**config.mk**
```make
export PLATFORM = sky130hd
export DESIGN_NAME = sparse_buffer_alloc_flat
export DESIGN_NICKNAME = d
export VERILOG_FILES = /design/src/rtl/sparse_buffer_alloc_if.sv /design/src/rtl/sparse_buffer_alloc.sv /design/src/flat_wrapper.sv
export SDC_FILE = /design/constraint.sdc
export NUM_CORES = 1
export LEC_CHECK = 0
export CAP_MARGIN = 15
export CELL_PAD_IN_SITES_DETAIL_PLACEMENT = 1
export CELL_PAD_IN_SITES_GLOBAL_PLACEMENT = 1
export CORE_AREA = 3 3 159 161
export DETAILED_ROUTE_END_ITERATION = 10
export DIE_AREA = 0 0 162 164
export DONT_BUFFER_PORTS = 1
export PLACE_DENSITY = 0.63
export SLEW_MARGIN = 0
export SYNTH_ARGS = -nofsm -noshare
export SYNTH_HDL_FRONTEND = slang
export SYNTH_SLANG_ARGS = --single-unit
```
**constraint.sdc**
```tcl
create_clock -name clk_i -period 5 [get_ports clk_i]
set_input_delay 0.25 -clock clk_i [delete_from_list [all_inputs] [get_ports clk_i]]
set_output_delay 0.25 -clock clk_i [all_outputs]
set_load 0.005 [all_outputs]
```
**src/rtl/sparse_buffer_alloc_if.sv**
```systemverilog
// Allocation, release and read signals of the sparse buffer allocator.
// The slave modport is the allocator; the master modport is its user.
interface sparse_buffer_alloc_if #(
  parameter int DEPTH  = 8,
  parameter int PTR_W  = 3,
  parameter int DATA_W = 32
);
  logic              alloc_valid_i;
  logic              alloc_ready_o;
  logic [DATA_W-1:0] alloc_data_i;
  logic [PTR_W-1:0]  alloc_idx_o;
  logic              dealloc_valid_i;
  logic [PTR_W-1:0]  dealloc_idx_i;
  logic              dealloc_err_o;
  logic [PTR_W-1:0]  rd_idx_i;
  logic [DATA_W-1:0] rd_data_o;
  logic [DEPTH-1:0]  entry_valid_o;
  logic [PTR_W-1:0]  top_ptr_o;
  logic [PTR_W:0]    count_o;
  logic              full_o;
  logic              empty_o;

  modport slave (
    input  alloc_valid_i, alloc_data_i, dealloc_valid_i, dealloc_idx_i, rd_idx_i,
    output alloc_ready_o, alloc_idx_o, dealloc_err_o, rd_data_o,
           entry_valid_o, top_ptr_o, count_o, full_o, empty_o
  );

  modport master (
    output alloc_valid_i, alloc_data_i, dealloc_valid_i, dealloc_idx_i, rd_idx_i,
    input  alloc_ready_o, alloc_idx_o, dealloc_err_o, rd_data_o,
           entry_valid_o, top_ptr_o, count_o, full_o, empty_o
  );
endinterface

```
**src/rtl/sparse_buffer_alloc.sv**
```systemverilog
// Sparse buffer allocation side: in-order allocation at a circular top pointer,
// out-of-order release by index, per-entry payload storage and valid vector export.
module sparse_buffer_alloc #(
  parameter int DEPTH  = 8,
  parameter int PTR_W  = 3,
  parameter int DATA_W = 32
) (
  input  logic                clk_i,
  input  logic                rst_ni,
  sparse_buffer_alloc_if.slave bus
);

  localparam logic [PTR_W:0]   CNT_ONE = 1;
  localparam logic [PTR_W-1:0] PTR_ONE = 1;

  logic [DEPTH-1:0]  r_valid;
  logic [PTR_W-1:0]  r_top;
  logic [PTR_W:0]    r_count;
  logic              r_err;
  logic [DATA_W-1:0] r_data [DEPTH];

  logic              w_ready;
  logic              w_fire;
  logic              w_rel_ok;
  logic              w_rel_bad;
  logic [DEPTH-1:0]  w_valid_next;
  logic [PTR_W:0]    w_count_next;

  // Ready depends only on registered state, so a same-cycle release never unblocks allocation.
  assign w_ready   = ~r_valid[r_top];
  assign w_fire    = bus.alloc_valid_i & w_ready;
  assign w_rel_ok  = bus.dealloc_valid_i & r_valid[bus.dealloc_idx_i];
  assign w_rel_bad = bus.dealloc_valid_i & ~r_valid[bus.dealloc_idx_i];

  // Fire needs the entry free and a good release needs it valid, so both can never hit one bit.
  for (genvar gi = 0; gi < DEPTH; gi++) begin : g_valid_next
    always_comb begin
      w_valid_next[gi] = r_valid[gi];
      if (w_fire && (r_top == PTR_W'(gi))) begin
        w_valid_next[gi] = 1'b1;
      end
      if (w_rel_ok && (bus.dealloc_idx_i == PTR_W'(gi))) begin
        w_valid_next[gi] = 1'b0;
      end
    end
  end

  always_comb begin
    w_count_next = r_count;
    case ({w_fire, w_rel_ok})
      2'b10:   w_count_next = r_count + CNT_ONE;
      2'b01:   w_count_next = r_count - CNT_ONE;
      default: w_count_next = r_count;
    endcase
  end

  always_ff @(posedge clk_i or negedge rst_ni) begin
    if (!rst_ni) begin
      r_valid <= '0;
      r_top   <= '0;
      r_count <= '0;
      r_err   <= 1'b0;
    end else begin
      r_valid <= w_valid_next;
      r_count <= w_count_next;
      r_err   <= w_rel_bad;
      if (w_fire) begin
        r_top <= r_top + PTR_ONE;
      end
    end
  end

  // Payload storage is deliberately left out of reset; readers only trust valid entries.
  always_ff @(posedge clk_i) begin
    if (w_fire) begin
      r_data[r_top] <= bus.alloc_data_i;
    end
  end

  assign bus.alloc_ready_o = w_ready;
  assign bus.alloc_idx_o   = r_top;
  assign bus.dealloc_err_o = r_err;
  assign bus.rd_data_o     = r_data[bus.rd_idx_i];
  assign bus.entry_valid_o = r_valid;
  assign bus.top_ptr_o     = r_top;
  assign bus.count_o       = r_count;
  assign bus.full_o        = ~w_ready;
  assign bus.empty_o       = (r_count == '0);

endmodule

```
**src/flat_wrapper.sv**
```systemverilog
// flat-port wrapper written by rule: the top's interface ports become plain ports
module sparse_buffer_alloc_flat 
#(
  parameter int DEPTH  = 8,
  parameter int PTR_W  = 3,
  parameter int DATA_W = 32
)
  (clk_i, rst_ni, bus_alloc_valid_i, bus_alloc_data_i, bus_dealloc_valid_i, bus_dealloc_idx_i, bus_rd_idx_i, bus_alloc_ready_o, bus_alloc_idx_o, bus_dealloc_err_o, bus_rd_data_o, bus_entry_valid_o, bus_top_ptr_o, bus_count_o, bus_full_o, bus_empty_o);
  sparse_buffer_alloc_if #(.DEPTH(DEPTH), .PTR_W(PTR_W), .DATA_W(DATA_W)) bus_i ();
  input  logic clk_i;
  input  logic rst_ni;
  input wire logic [$bits(bus_i.alloc_valid_i)-1:0] bus_alloc_valid_i;
  input wire logic [$bits(bus_i.alloc_data_i)-1:0] bus_alloc_data_i;
  input wire logic [$bits(bus_i.dealloc_valid_i)-1:0] bus_dealloc_valid_i;
  input wire logic [$bits(bus_i.dealloc_idx_i)-1:0] bus_dealloc_idx_i;
  input wire logic [$bits(bus_i.rd_idx_i)-1:0] bus_rd_idx_i;
  output wire logic [$bits(bus_i.alloc_ready_o)-1:0] bus_alloc_ready_o;
  output wire logic [$bits(bus_i.alloc_idx_o)-1:0] bus_alloc_idx_o;
  output wire logic [$bits(bus_i.dealloc_err_o)-1:0] bus_dealloc_err_o;
  output wire logic [$bits(bus_i.rd_data_o)-1:0] bus_rd_data_o;
  output wire logic [$bits(bus_i.entry_valid_o)-1:0] bus_entry_valid_o;
  output wire logic [$bits(bus_i.top_ptr_o)-1:0] bus_top_ptr_o;
  output wire logic [$bits(bus_i.count_o)-1:0] bus_count_o;
  output wire logic [$bits(bus_i.full_o)-1:0] bus_full_o;
  output wire logic [$bits(bus_i.empty_o)-1:0] bus_empty_o;
  assign bus_i.alloc_valid_i = bus_alloc_valid_i;
  assign bus_i.alloc_data_i = bus_alloc_data_i;
  assign bus_i.dealloc_valid_i = bus_dealloc_valid_i;
  assign bus_i.dealloc_idx_i = bus_dealloc_idx_i;
  assign bus_i.rd_idx_i = bus_rd_idx_i;
  assign bus_alloc_ready_o = bus_i.alloc_ready_o;
  assign bus_alloc_idx_o = bus_i.alloc_idx_o;
  assign bus_dealloc_err_o = bus_i.dealloc_err_o;
  assign bus_rd_data_o = bus_i.rd_data_o;
  assign bus_entry_valid_o = bus_i.entry_valid_o;
  assign bus_top_ptr_o = bus_i.top_ptr_o;
  assign bus_count_o = bus_i.count_o;
  assign bus_full_o = bus_i.full_o;
  assign bus_empty_o = bus_i.empty_o;
  sparse_buffer_alloc #(.DEPTH(DEPTH), .PTR_W(PTR_W), .DATA_W(DATA_W)) u_core (.clk_i(clk_i), .rst_ni(rst_ni), .bus(bus_i));
endmodule
```
==> results of run 1 <==
[critical path: cells and delay by family, from the launching register on]
kind            cells  cell delay, ns
fa+ha+maj           2            0.62
simple gates        1            0.07
mux                 1            0.19
flops               1            0.88
compound gates      3            1.07
xor+xnor            3            0.43
[where the power goes]
part / internal [mW] / switching [mW]
Sequential: 2.84 / 0.224
Combinational: 0.403 / 0.519
Clock: 1.19 / 0.820
Total: 4.44 / 1.56
[worst paths after layout]
check | start | to | slack [ns] | depth (start not counted)
min in group asynchronous | rst_ni | u_core.bus.count_o[2] | 0.24 | 1
hold / removal | bus_dealloc_idx_i[2] | u_core.bus.entry_valid_o[0] | 0.03 | 3
max in group asynchronous | rst_ni | u_core.bus.alloc_idx_o[1] | 4.27 | 1
hold reg to reg | u_core.bus.count_o[3] | u_core.bus.count_o[3] | 0.53 | 1
setup reg to reg | u_core.bus.alloc_idx_o[0] | u_core.bus.count_o[2] | 1.62 | 10
setup / recovery | u_core.bus.alloc_idx_o[0] | u_core.bus.count_o[2] | 1.62 | 10
[routing by layer]
metal	track usage	up-vias
li1	-	2108
met1	0.2065	2590
met2	0.2900	135
met3	0.03657	24
met4	0.03451	0
met5	0	-
[final cells by class]
cell class | instances | area [um^2] | area share
timing repair buffer | 48 | 460.4 | 0.03700
sequential | 272 | 8088 | 0.6498
multi-input combinational | 177 | 2564 | 0.2060
tap | 324 | 405.4 | 0.03257
inverter | 4 | 15.01 | 0.001206
clock buffer | 42 | 823.3 | 0.06615
clock inverter | 10 | 90.09 | 0.007238
[placed cells by master (no fill, tap or decap), drive strengths merged]
cell | synthesis | final
a211o | 1 | 1
a21oi | 2 | 2
a22o | 1 | 1
a31oi | 6 | 6
a41oi | 3 | 3
and2 | 1 | 1
buf | 15 | 8
bufinv | 0 | 1
clkbuf | 11 | 42
clkinv | 0 | 8
dfrtp | 16 | 16
dlygate4sd3 | 0 | 40
edfxtp | 256 | 256
ha | 9 | 9
inv | 4 | 5
mux2 | 36 | 36
mux2i | 4 | 4
mux4 | 66 | 66
nand2 | 5 | 5
nand2b | 5 | 5
nand3b | 2 | 2
nor2 | 4 | 4
nor2b | 5 | 5
nor3 | 2 | 2
nor3b | 1 | 1
nor4 | 7 | 7
o21ai | 7 | 7
o22ai | 1 | 1
o31ai | 2 | 2
or2 | 1 | 1
xnor2 | 2 | 2
xor2 | 4 | 4
[stage by stage]
stage / cells / instance area [um^2] / utilization / setup WS [ns] / hold WS (ns)
2_1_floorplan: 479 / 10750 / - / 0.9168 / -0.04559
3_3_place_gp: 785 / 11130 / 0.4618 / 1.755 / -0.04508
3_5_place_dp: 785 / 11130 / 0.4618 / 1.567 / -0.04509
4_1_cts: 877 / 12450 / 0.5163 / 1.564 / 0.005644
5_1_grt: 877 / 12450 / 0.5163 / 1.402 / 0.05002
6_report: 877 / 12450 / 0.5163 / 1.624 / 0.02944
[flip-flops by register name, summed over array words and instances (netlist names)]
signal and cells:
u_core.r_data 256, u_core.bus.entry_valid_o 8, u_core.bus.count_o 4, u_core.bus.alloc_idx_o 3, u_core.bus.dealloc_err_o 1
[cells by family (layout without fill, tap and decap cells)]
kind of cell	after synthesis	count (layout)
AOI/OAI and AO/OA	23	23
xor gates and xnor gates	6	6
adders and majority gates	9	9
buffers and inverters	30	104
DFF	272	272
muxes	106	106
and+or+nand+nor	33	33
[repair_timing]
item	CTS	global route
hold buffers	40	0
endpoints found under the hold margin	281	0
setup buffers	0	0
==> results.cfg, run 1 <==
[timing]
grt_setup_unrepaired = false
final.period_utilization = 0.6752
timing.slew.headroom = 0.4525
worstMarginPinSlew_ns = 0.8213
maxSlewViolCount = 0
achievable-frequency_ghz = 0.2962
final_tns_setup_ns = 0
report.final.hold_viol_count = 0
period_minus_slack_ns = 3.376
setup_viol = 0
clock_skew_ns = 0.01440

[worst_setup_path]
crit_path_frequent_cell = sky130_fd_sc_hd__xor2_1
cp_data_required_time_ns = 5.41
cpPeakStageDelay_ns = 0.88
endpoint_arrival_time_on_the_critical_path_ns = 3.78
cp-start-kind = register
path_cells = mux2i_1, a22o_4, o21ai_4, ha_1, xor2_1, ha_1, a21oi_1, xor2_1, nor2_1, xor2_1
end_kind = register
path_class = reg -> reg
maximum_fanout_count_along_the_critical_path = 17
cp_slowest_cell = sky130_fd_sc_hd__dfrtp_1

[route]
drt-wirelength-per-cell_um = 24.08
drt_first_iter_violations = 275
route.antenna.remaining_nets = 0
finalWirelength_um = 21110
detail_route.vias_per_cell = 5.538
met3RoutedLength_um = 1152
drc = 0
drt_first_pass_iters = 5
highest_layer = met4
met2RoutedLength_um = 11120
detailroute.via_count = 4857
drt-met1-wl_um = 8569

[floorplanning]
floorplan.core_area_um2 = 24110
fp.dieW_um = 162
die_area_um2 = 26570
initial_core_util = 0.4458
io-pin-count = 96
chipHeight_um = 164
rows = 57

[pwr]
power_density_nw_per_um2 = 482.1
report.power.total_mw = 6.000
leakagePower_nw = 3.983
irDropWorstVdd_uv = 386.7

[logic_synthesis]
mappedNetlistArea_um2 = 10750
fraction_of_synthesized_cell_area_in_xor_and_xnor_cells = 0.004890
synthAdderAreaFrac = 0.01048
synth_edf_count = 256
netlist.top_cell.by_area = sky130_fd_sc_hd__edfxtp_1
yosys_register_bits = 272
synth_simple_gate_area_frac = 0.02072
synthesis.yosys.warnings = 0
synth-compound-area-share = 0.01688
synth.distinct_cells = 35
yosys-mux-area-fraction = 0.1798
synth.avg_cell_area_um2 = 22.44
synthArstFlopShare = 0.05882
largest_family_of_logic_cells_by_synthesized_area = multiplexers
synth_top_cell_area_share = 0.7153
yosys-top-cells-count = sky130_fd_sc_hd__edfxtp_1, sky130_fd_sc_hd__mux4_2, sky130_fd_sc_hd__mux2_2
mappedNetlistNets = 530
post-synth-top-count-cell = sky130_fd_sc_hd__edfxtp_1
postSynthCellCount = 479
synth_area_leaders = sky130_fd_sc_hd__edfxtp_1, sky130_fd_sc_hd__mux4_2, sky130_fd_sc_hd__mux2_2, sky130_fd_sc_hd__dfrtp_1, sky130_fd_sc_hd__ha_1
synth_flop_cell = sky130_fd_sc_hd__edfxtp_1
synth_seq_area_share = 0.7526

[finish]
layout.nets = 582
share_of_cells_above_drive_strength_1 = 0.3020
layout.filler_cells = 2154
syn2layout_area_growth_pct = 15.81
num_antenna_cells = 0

[run_status]
outcome = finished clean

[clock_tree]
clk_latency_ns = 0.53
clockBufferDepth = 3
tritoncts_num_sinks = 272
post_cts_resized = 0
level_count_of_the_clock_h_tree = 1
worst_setup_hold_path_clk_slew_ns = 0.06
cts-root-buf = sky130_fd_sc_hd__clkbuf_16
cts_tree = built
cts_made_buffers = 28

[placement]
gp_routability_congestion = 0.7781
portBuffers = 0
dp_hpwl_um = 11350

[global_routing]
maximum_number_of_pins_on_one_net_before_global_route_repair = 65
globalRouteTotalUtil = 0.1628
global_route.overflow_total = 0
grt_antenna_before_repair = 0
vias_in_the_first_global_route = 5455
grt_pass1_wl_um = 32900

[worst_hold_path]
hold_path.class = in -> reg

[flow_run]
drv_cap = 0
(Power assumes the default switching activity.)
==> inputs of run 2 (changes only) <==
--- a/config.mk
+++ b/config.mk
@@ -12,7 +12,7 @@
 export DETAILED_ROUTE_END_ITERATION = 10
 export DIE_AREA = 0 0 162 164
 export DONT_BUFFER_PORTS = 1
-export PLACE_DENSITY = 0.63
+export PLACE_DENSITY = 0.66
 export SLEW_MARGIN = 0
 export SYNTH_ARGS = -nofsm -noshare
 export SYNTH_HDL_FRONTEND = slang
==> constraint.sdc (replaced) <==
create_clock -name clk_i -period 3.1 [get_ports clk_i]
set_input_delay 0.155 -clock clk_i [delete_from_list [all_inputs] [get_ports clk_i]]
set_output_delay 0.155 -clock clk_i [all_outputs]
set_load 0.005 [all_outputs]
==> run 2 against run 1 <==
Sequential share of layout area decreased by 0.12 points. Final cell count increased by 1.3%. Critical path type unchanged. Combinational power increased by 87%. Largest power group unchanged. Clock power increased by 52%. Die area unchanged. Clock skew decreased by 0.0029 ns. Flip-flop and latch count unchanged.
==> results.cfg, run 2 (synthesis gave the netlist of run 1 again) <==
[finish]
largest_register_ff_count = 256
layout.nets = 593
mostFrequentLayoutCell = sky130_fd_sc_hd__edfxtp_1
multi_input_area_um2 = 2564
syn2layout_area_growth_pct = 16.03
registers.top_by_ff_count = u_core.r_data
share_of_cells_above_drive_strength_1 = 0.2984
postLayoutCellArea_um2 = 12470
regArea_um2 = 8088
most-common-layout-cells = sky130_fd_sc_hd__edfxtp_1, sky130_fd_sc_hd__mux4_2, sky130_fd_sc_hd__dlygate4sd3_1, sky130_fd_sc_hd__mux2_2, sky130_fd_sc_hd__clkbuf_16
layout.filler_cells = 2181

[timing]
achievable-frequency_ghz = 0.3902
final.period_utilization = 0.8268
worstMarginPinSlew_ns = 0.8005
maxSlewViolCount = 0
grt_setup_unrepaired = false
report.final.hold_viol_count = 0
timing.slew.headroom = 0.4646
setup_ws_ns = 0.5370
period_minus_slack_ns = 2.563
setup_viol = 0
clock_skew_ns = 0.01146

[pwr]
switching_share = 0.2656
internal_power_mw = 7.067
seq_power_share = 0.503
combPwrFrac = 0.179
net-switching-power_mw = 2.556
report.power.total_mw = 9.623
power_density_nw_per_um2 = 771.8
irDropWorstVdd_uv = 422.8
portion_of_total_power_attributed_to_the_clock_network = 0.318
leakagePower_nw = 3.997

[worst_setup_path]
crit_path_frequent_cell = sky130_fd_sc_hd__xor2_1
cpPeakStageDelay_ns = 0.49
path_class = reg -> reg
path_buf_inv = 0
critical_path.reg2reg.startpoint = u_core.bus.entry_valid_o[6]
r2r_setup_slack_ns = 0.54
cp_slowest_cell = sky130_fd_sc_hd__mux4_2
r2r_cells = 10
maximum_fanout_count_along_the_critical_path = 5
rr_endpoint = u_core.bus.count_o[2]
critical_path_cell_count = 10
critPathTopFamily = multiplexers
cp_data_required_time_ns = 3.50
cp-start-kind = register
end_kind = register
path_cells = mux4_2, mux2i_1, nor2b_1, ha_1, xor2_1, ha_1, a21oi_1, xor2_1, nor2_1, xor2_1
endpoint_arrival_time_on_the_critical_path_ns = 2.96

[route]
detail_route.vias_per_cell = 5.438
drt-wirelength-per-cell_um = 24.27
finalWirelength_um = 21550
drt_first_pass_iters = 4
drt_first_iter_violations = 377
drc = 0
route.antenna.remaining_nets = 0
detailroute.via_count = 4829

[flow_run]
drv_cap = 0

[placement]
dp_hpwl_um = 12380
gp_routability_congestion = 0.7929
dp_slack_ns = 0.5606
dpl-instance-area_um2 = 11230
portBuffers = 0

[floorplanning]
rows = 57
fp.dieW_um = 162
die_area_um2 = 26570
io-pin-count = 96
initial_core_util = 0.4458
chipHeight_um = 164
floorplan.core_area_um2 = 24110

[clock_tree]
clockBufferDepth = 3
cts_made_buffers = 28
worst_setup_hold_path_clk_slew_ns = 0.06
cts_tree = built
cts-root-buf = sky130_fd_sc_hd__clkbuf_16
cts.repair_timing.setup_buffer_count = 0
level_count_of_the_clock_h_tree = 1
post_cts_resized = 0
tritoncts_num_sinks = 272
clk_latency_ns = 0.52
postCtsHoldBufs = 40

[global_routing]
maximum_number_of_pins_on_one_net_before_global_route_repair = 65
global_route.overflow_total = 0
grt_antenna_before_repair = 1
globalRouteTotalUtil = 0.1658
vias_in_the_first_global_route = 5557
grt_pass1_wl_um = 33480

[run_status]
outcome = finished clean

[worst_hold_path]
min_to = u_core.bus.count_o[0]
hold_path.class = in -> reg
holdPathStages = 3
worst_hold_startpoint = bus_alloc_valid_i
[run 2: worst max-delay path by stage]
stage / slack [ns] / from / endpoint
floorplan: -0.98 / u_core.bus.alloc_idx_o[0] / u_core.r_data[3][0]
global placement: 0.70 / u_core.bus.entry_valid_o[7] / u_core.bus.count_o[2]
detailed placement: 0.56 / u_core.bus.entry_valid_o[6] / u_core.bus.count_o[2]
CTS: 0.55 / u_core.bus.entry_valid_o[6] / u_core.bus.count_o[2]
global route: 0.38 / u_core.bus.entry_valid_o[6] / u_core.bus.count_o[2]
finish: 0.54 / u_core.bus.entry_valid_o[6] / u_core.bus.count_o[2]
[run 2: cell type report]
| class | count | area share |
|---|---|---|
| diodes | 1 | 0.0002007 |
| well taps | 324 | 0.03251 |
| clock inverters | 8 | 0.003311 |
| inverters | 4 | 0.001204 |
| flip-flops and latches | 272 | 0.6486 |
| repair buffers | 59 | 0.04455 |
| clock buffers | 43 | 0.06402 |
| multi-input cells | 177 | 0.2056 |
[run 2: stage by stage]
| stage | instances | utilization | TNS (ns) | hold WS [ns] |
|---|---|---|---|---|
| after detailed placement | 796 | 0.4657 | 0 | -0.1403 |
| after global routing | 888 | 0.5173 | 0 | 0.06831 |
| final | 888 | 0.5173 | 0 | 0.04630 |
| after global placement | 796 | 0.4657 | 0 | -0.1402 |
| after CTS | 887 | 0.5172 | 0 | 0.002400 |
| after floorplan | 479 | - | -156.74 | -0.1406 |
[run 2: layer usage]
layer | share of wire | GRT usage
met3 | 0.048 | 0.03430
met2 | 0.50 | 0.2820
met4 | 0.017 | 0.03839
met1 | 0.43 | 0.2228
met5 | 0 | 0
[run 2: worst reg2reg max path, stage by stage, from the launching register on]
cell	delay (ns)
sky130_fd_sc_hd__dfrtp_1	0.45
sky130_fd_sc_hd__mux4_2	0.49
sky130_fd_sc_hd__mux2i_1	0.19
sky130_fd_sc_hd__nor2b_1	0.09
sky130_fd_sc_hd__ha_1	0.26
sky130_fd_sc_hd__xor2_1	0.17
sky130_fd_sc_hd__ha_1	0.19
sky130_fd_sc_hd__a21oi_1	0.16
sky130_fd_sc_hd__xor2_1	0.20
sky130_fd_sc_hd__nor2_1	0.08
sky130_fd_sc_hd__xor2_1	0.14
[run 2: power by group through the flow]
stage	Clock [mW]	Combinational [mW]	Sequential (mW)
floorplan	0	1.18	4.85
global placement	0	1.57	4.87
detailed placement	0	1.62	4.92
global route	3.30	1.89	4.89
CTS	3.14	1.74	4.85
finish	3.06	1.72	4.84
==> inputs of run 3 (changes only) <==
==> constraint.sdc (replaced) <==
create_clock -name clk_i -period 2.3 [get_ports clk_i]
set_input_delay 0.115 -clock clk_i [delete_from_list [all_inputs] [get_ports clk_i]]
set_output_delay 0.115 -clock clk_i [all_outputs]
set_load 0.005 [all_outputs]
==> run 3 against run 2 <==
The flow now finishes with violations (setup timing). Sequential share of layout area shrank 2.2 points. Routed wire length grew 4.2%. Die area is the same. Critical endpoint is now u_core.bus.dealloc_err_o.
==> results.cfg, run 3 (synthesis gave the netlist of run 1 again) <==
[floorplanning]
chipHeight_um = 164
fp.dieW_um = 162
io-pin-count = 96
floorplan.core_area_um2 = 24110
initial_core_util = 0.4458
rows = 57
die_area_um2 = 26570

[worst_setup_path]
end_kind = register
path_buf_inv = 11
critical_path.reg2reg.startpoint = u_core.bus.entry_valid_o[7]
cp_data_required_time_ns = 2.72
cp-start-kind = register
path_cells = mux4_2, mux2i_4, buf_4, buf_4, buf_4, buf_4, buf_4, buf_4, buf_4, buf_4, buf_4, buf_4, buf_4, and2_1
path_class = reg -> reg
cpPeakStageDelay_ns = 0.38
endpoint_arrival_time_on_the_critical_path_ns = 2.77
cp-startpoint = u_core.bus.entry_valid_o[7]
maximum_fanout_count_along_the_critical_path = 3
cp_slowest_cell = sky130_fd_sc_hd__dfrtp_1
crit_path_frequent_cell = sky130_fd_sc_hd__buf_4
critPathTopFamily = buffers and inverters

[timing]
achievable-frequency_ghz = 0.4258
setup_viol = 1
report.final.hold_viol_count = 0
worstMarginPinSlew_ns = 0.7934
final_tns_setup_ns = -0.04848
setup_ws_ns = -0.04848
period_minus_slack_ns = 2.348
timing.slew.headroom = 0.4694
maxSlewViolCount = 0
final.period_utilization = 1.021
grt_setup_unrepaired = true
clock_skew_ns = 0.009086

[route]
drt_first_iter_violations = 431
route.antenna.remaining_nets = 0
drt_first_pass_iters = 4
drc = 0
detail_route.vias_per_cell = 5.496
drt-wirelength-per-cell_um = 24.79
detailroute.via_count = 4979
finalWirelength_um = 22460

[placement]
dpl-instance-area_um2 = 11400
dp_slack_ns = -0.03116
gp_routability_congestion = 0.7857
dp_hpwl_um = 12100
portBuffers = 0

[clock_tree]
worst_setup_hold_path_clk_slew_ns = 0.06
clk_latency_ns = 0.53
tritoncts_num_sinks = 272
cts-root-buf = sky130_fd_sc_hd__clkbuf_16
cts_tree = built
cts_made_buffers = 27
clockBufferDepth = 3
level_count_of_the_clock_h_tree = 1

[finish]
num_antenna_cells = 0
layout.nets = 614
layout.filler_cells = 2129
mostFrequentLayoutCell = sky130_fd_sc_hd__edfxtp_1
multi_input_area_um2 = 2615
regArea_um2 = 8089
largest_register_ff_count = 256
registers.top_by_ff_count = u_core.r_data
final_util = 0.5359
postLayoutCellArea_um2 = 12920
most-common-layout-cells = sky130_fd_sc_hd__edfxtp_1, sky130_fd_sc_hd__mux4_2, sky130_fd_sc_hd__dlygate4sd3_1, sky130_fd_sc_hd__mux2_2, sky130_fd_sc_hd__buf_4
syn2layout_area_growth_pct = 20.21
share_of_cells_above_drive_strength_1 = 0.3522

[global_routing]
maximum_number_of_pins_on_one_net_before_global_route_repair = 65
globalRouteTotalUtil = 0.1723
grt_pass1_wl_um = 34700
vias_in_the_first_global_route = 5667
grt_antenna_before_repair = 0
global_route.overflow_total = 0

[pwr]
leakagePower_nw = 4.195
power_density_nw_per_um2 = 1099
irDropWorstVdd_uv = 510.7
report.power.total_mw = 14.20

[run_status]
outcome = finished, violations left
failing_checks = setup timing

[worst_hold_path]
hold_path.class = in -> reg
worst_hold_startpoint = bus_dealloc_valid_i

[flow_run]
drv_cap = 0
==> run 3: cell types whose count changed in the layout (fill, tap and decap cells not counted), moves of 2 or more <==
| cell | change |
|---|---|
| sky130_fd_sc_hd__buf_4 | +14 |
| sky130_fd_sc_hd__clkbuf_1 | -9 |
| sky130_fd_sc_hd__bufinv_16 | +8 |
| sky130_fd_sc_hd__buf_12 | +7 |
| sky130_fd_sc_hd__ha_1 | -3 |
| sky130_fd_sc_hd__ha_2 | +3 |
| sky130_fd_sc_hd__a21oi_1 | -2 |
| sky130_fd_sc_hd__a21oi_2 | +2 |
| sky130_fd_sc_hd__clkbuf_16 | -2 |
| sky130_fd_sc_hd__clkbuf_8 | -2 |
| sky130_fd_sc_hd__nor3_2 | -2 |
| sky130_fd_sc_hd__nor3_4 | +2 |
==> run 3: repair_timing <==
action	in CTS	in global routing
resized for setup	1	8
pin swaps	0	1
hold endpoints to repair	282	0
setup buffers	12	0
cloned	0	0
setup endpoints to repair	1	4
hold buffers	41	0
==> run 3: final cells by class <==
type | count | area share
sequential | 272 | 0.6262
multi-input combinational | 177 | 0.2024
timing repair buffer | 81 | 0.06276
clock buffer | 30 | 0.05317
tap | 324 | 0.03138
clock inverter | 18 | 0.02295
inverter | 4 | 0.001162
==> run 3: worst register-to-register path, cell delays in order (launching register included) <==
cell	delay, ns
sky130_fd_sc_hd__dfrtp_1	0.38
sky130_fd_sc_hd__mux4_2	0.28
sky130_fd_sc_hd__mux2i_4	0.08
sky130_fd_sc_hd__buf_4	0.14
sky130_fd_sc_hd__buf_4	0.12
sky130_fd_sc_hd__buf_4	0.12
sky130_fd_sc_hd__buf_4	0.12
sky130_fd_sc_hd__buf_4	0.12
sky130_fd_sc_hd__buf_4	0.12
sky130_fd_sc_hd__buf_4	0.12
sky130_fd_sc_hd__buf_4	0.12
sky130_fd_sc_hd__buf_4	0.13
sky130_fd_sc_hd__buf_4	0.12
sky130_fd_sc_hd__buf_4	0.12
sky130_fd_sc_hd__and2_1	0.15
==> run 3: worst paths after layout <==
check                                            endpoint  slack [ns]  cells after the start
worst max-delay path             u_core.bus.dealloc_err_o       -0.05                     14
worst min-delay path                u_core.bus.count_o[0]        0.09                      3
worst max register to register   u_core.bus.dealloc_err_o       -0.05                     14
worst min register to register      u_core.bus.count_o[3]        0.53                      1
max in group asynchronous       u_core.bus.alloc_idx_o[0]        1.64                      1
min in group asynchronous           u_core.bus.count_o[1]        0.11                      1
==> run 3: stage by stage <==
stage / hold slack (ns) / cells
finish: 0.09339 / 906
global route: 0.1195 / 906
CTS: 0.07232 / 906
detailed placement: -0.1803 / 805
global placement: -0.1802 / 805
floorplan: -0.1806 / 479
==> run 3: layer usage <==
metal,track usage,vias to the layer above,part of all wire
li1,-,2165,-
met1,0.2197,2668,0.40
met2,0.3070,119,0.53
met3,0.03506,27,0.055
met4,0.03877,0,0.015
met5,0,-,0
==> run 3: power breakdown <==
group / internal [mW] / switching (mW) / leakage (nW) / total [mW]
clock network: 3.04 / 1.79 / 0.478 / 4.83
registers: 6.18 / 0.286 / 2.50 / 6.47
logic: 1.35 / 1.56 / 1.21 / 2.90
total: 10.6 / 3.63 / 4.19 / 14.2
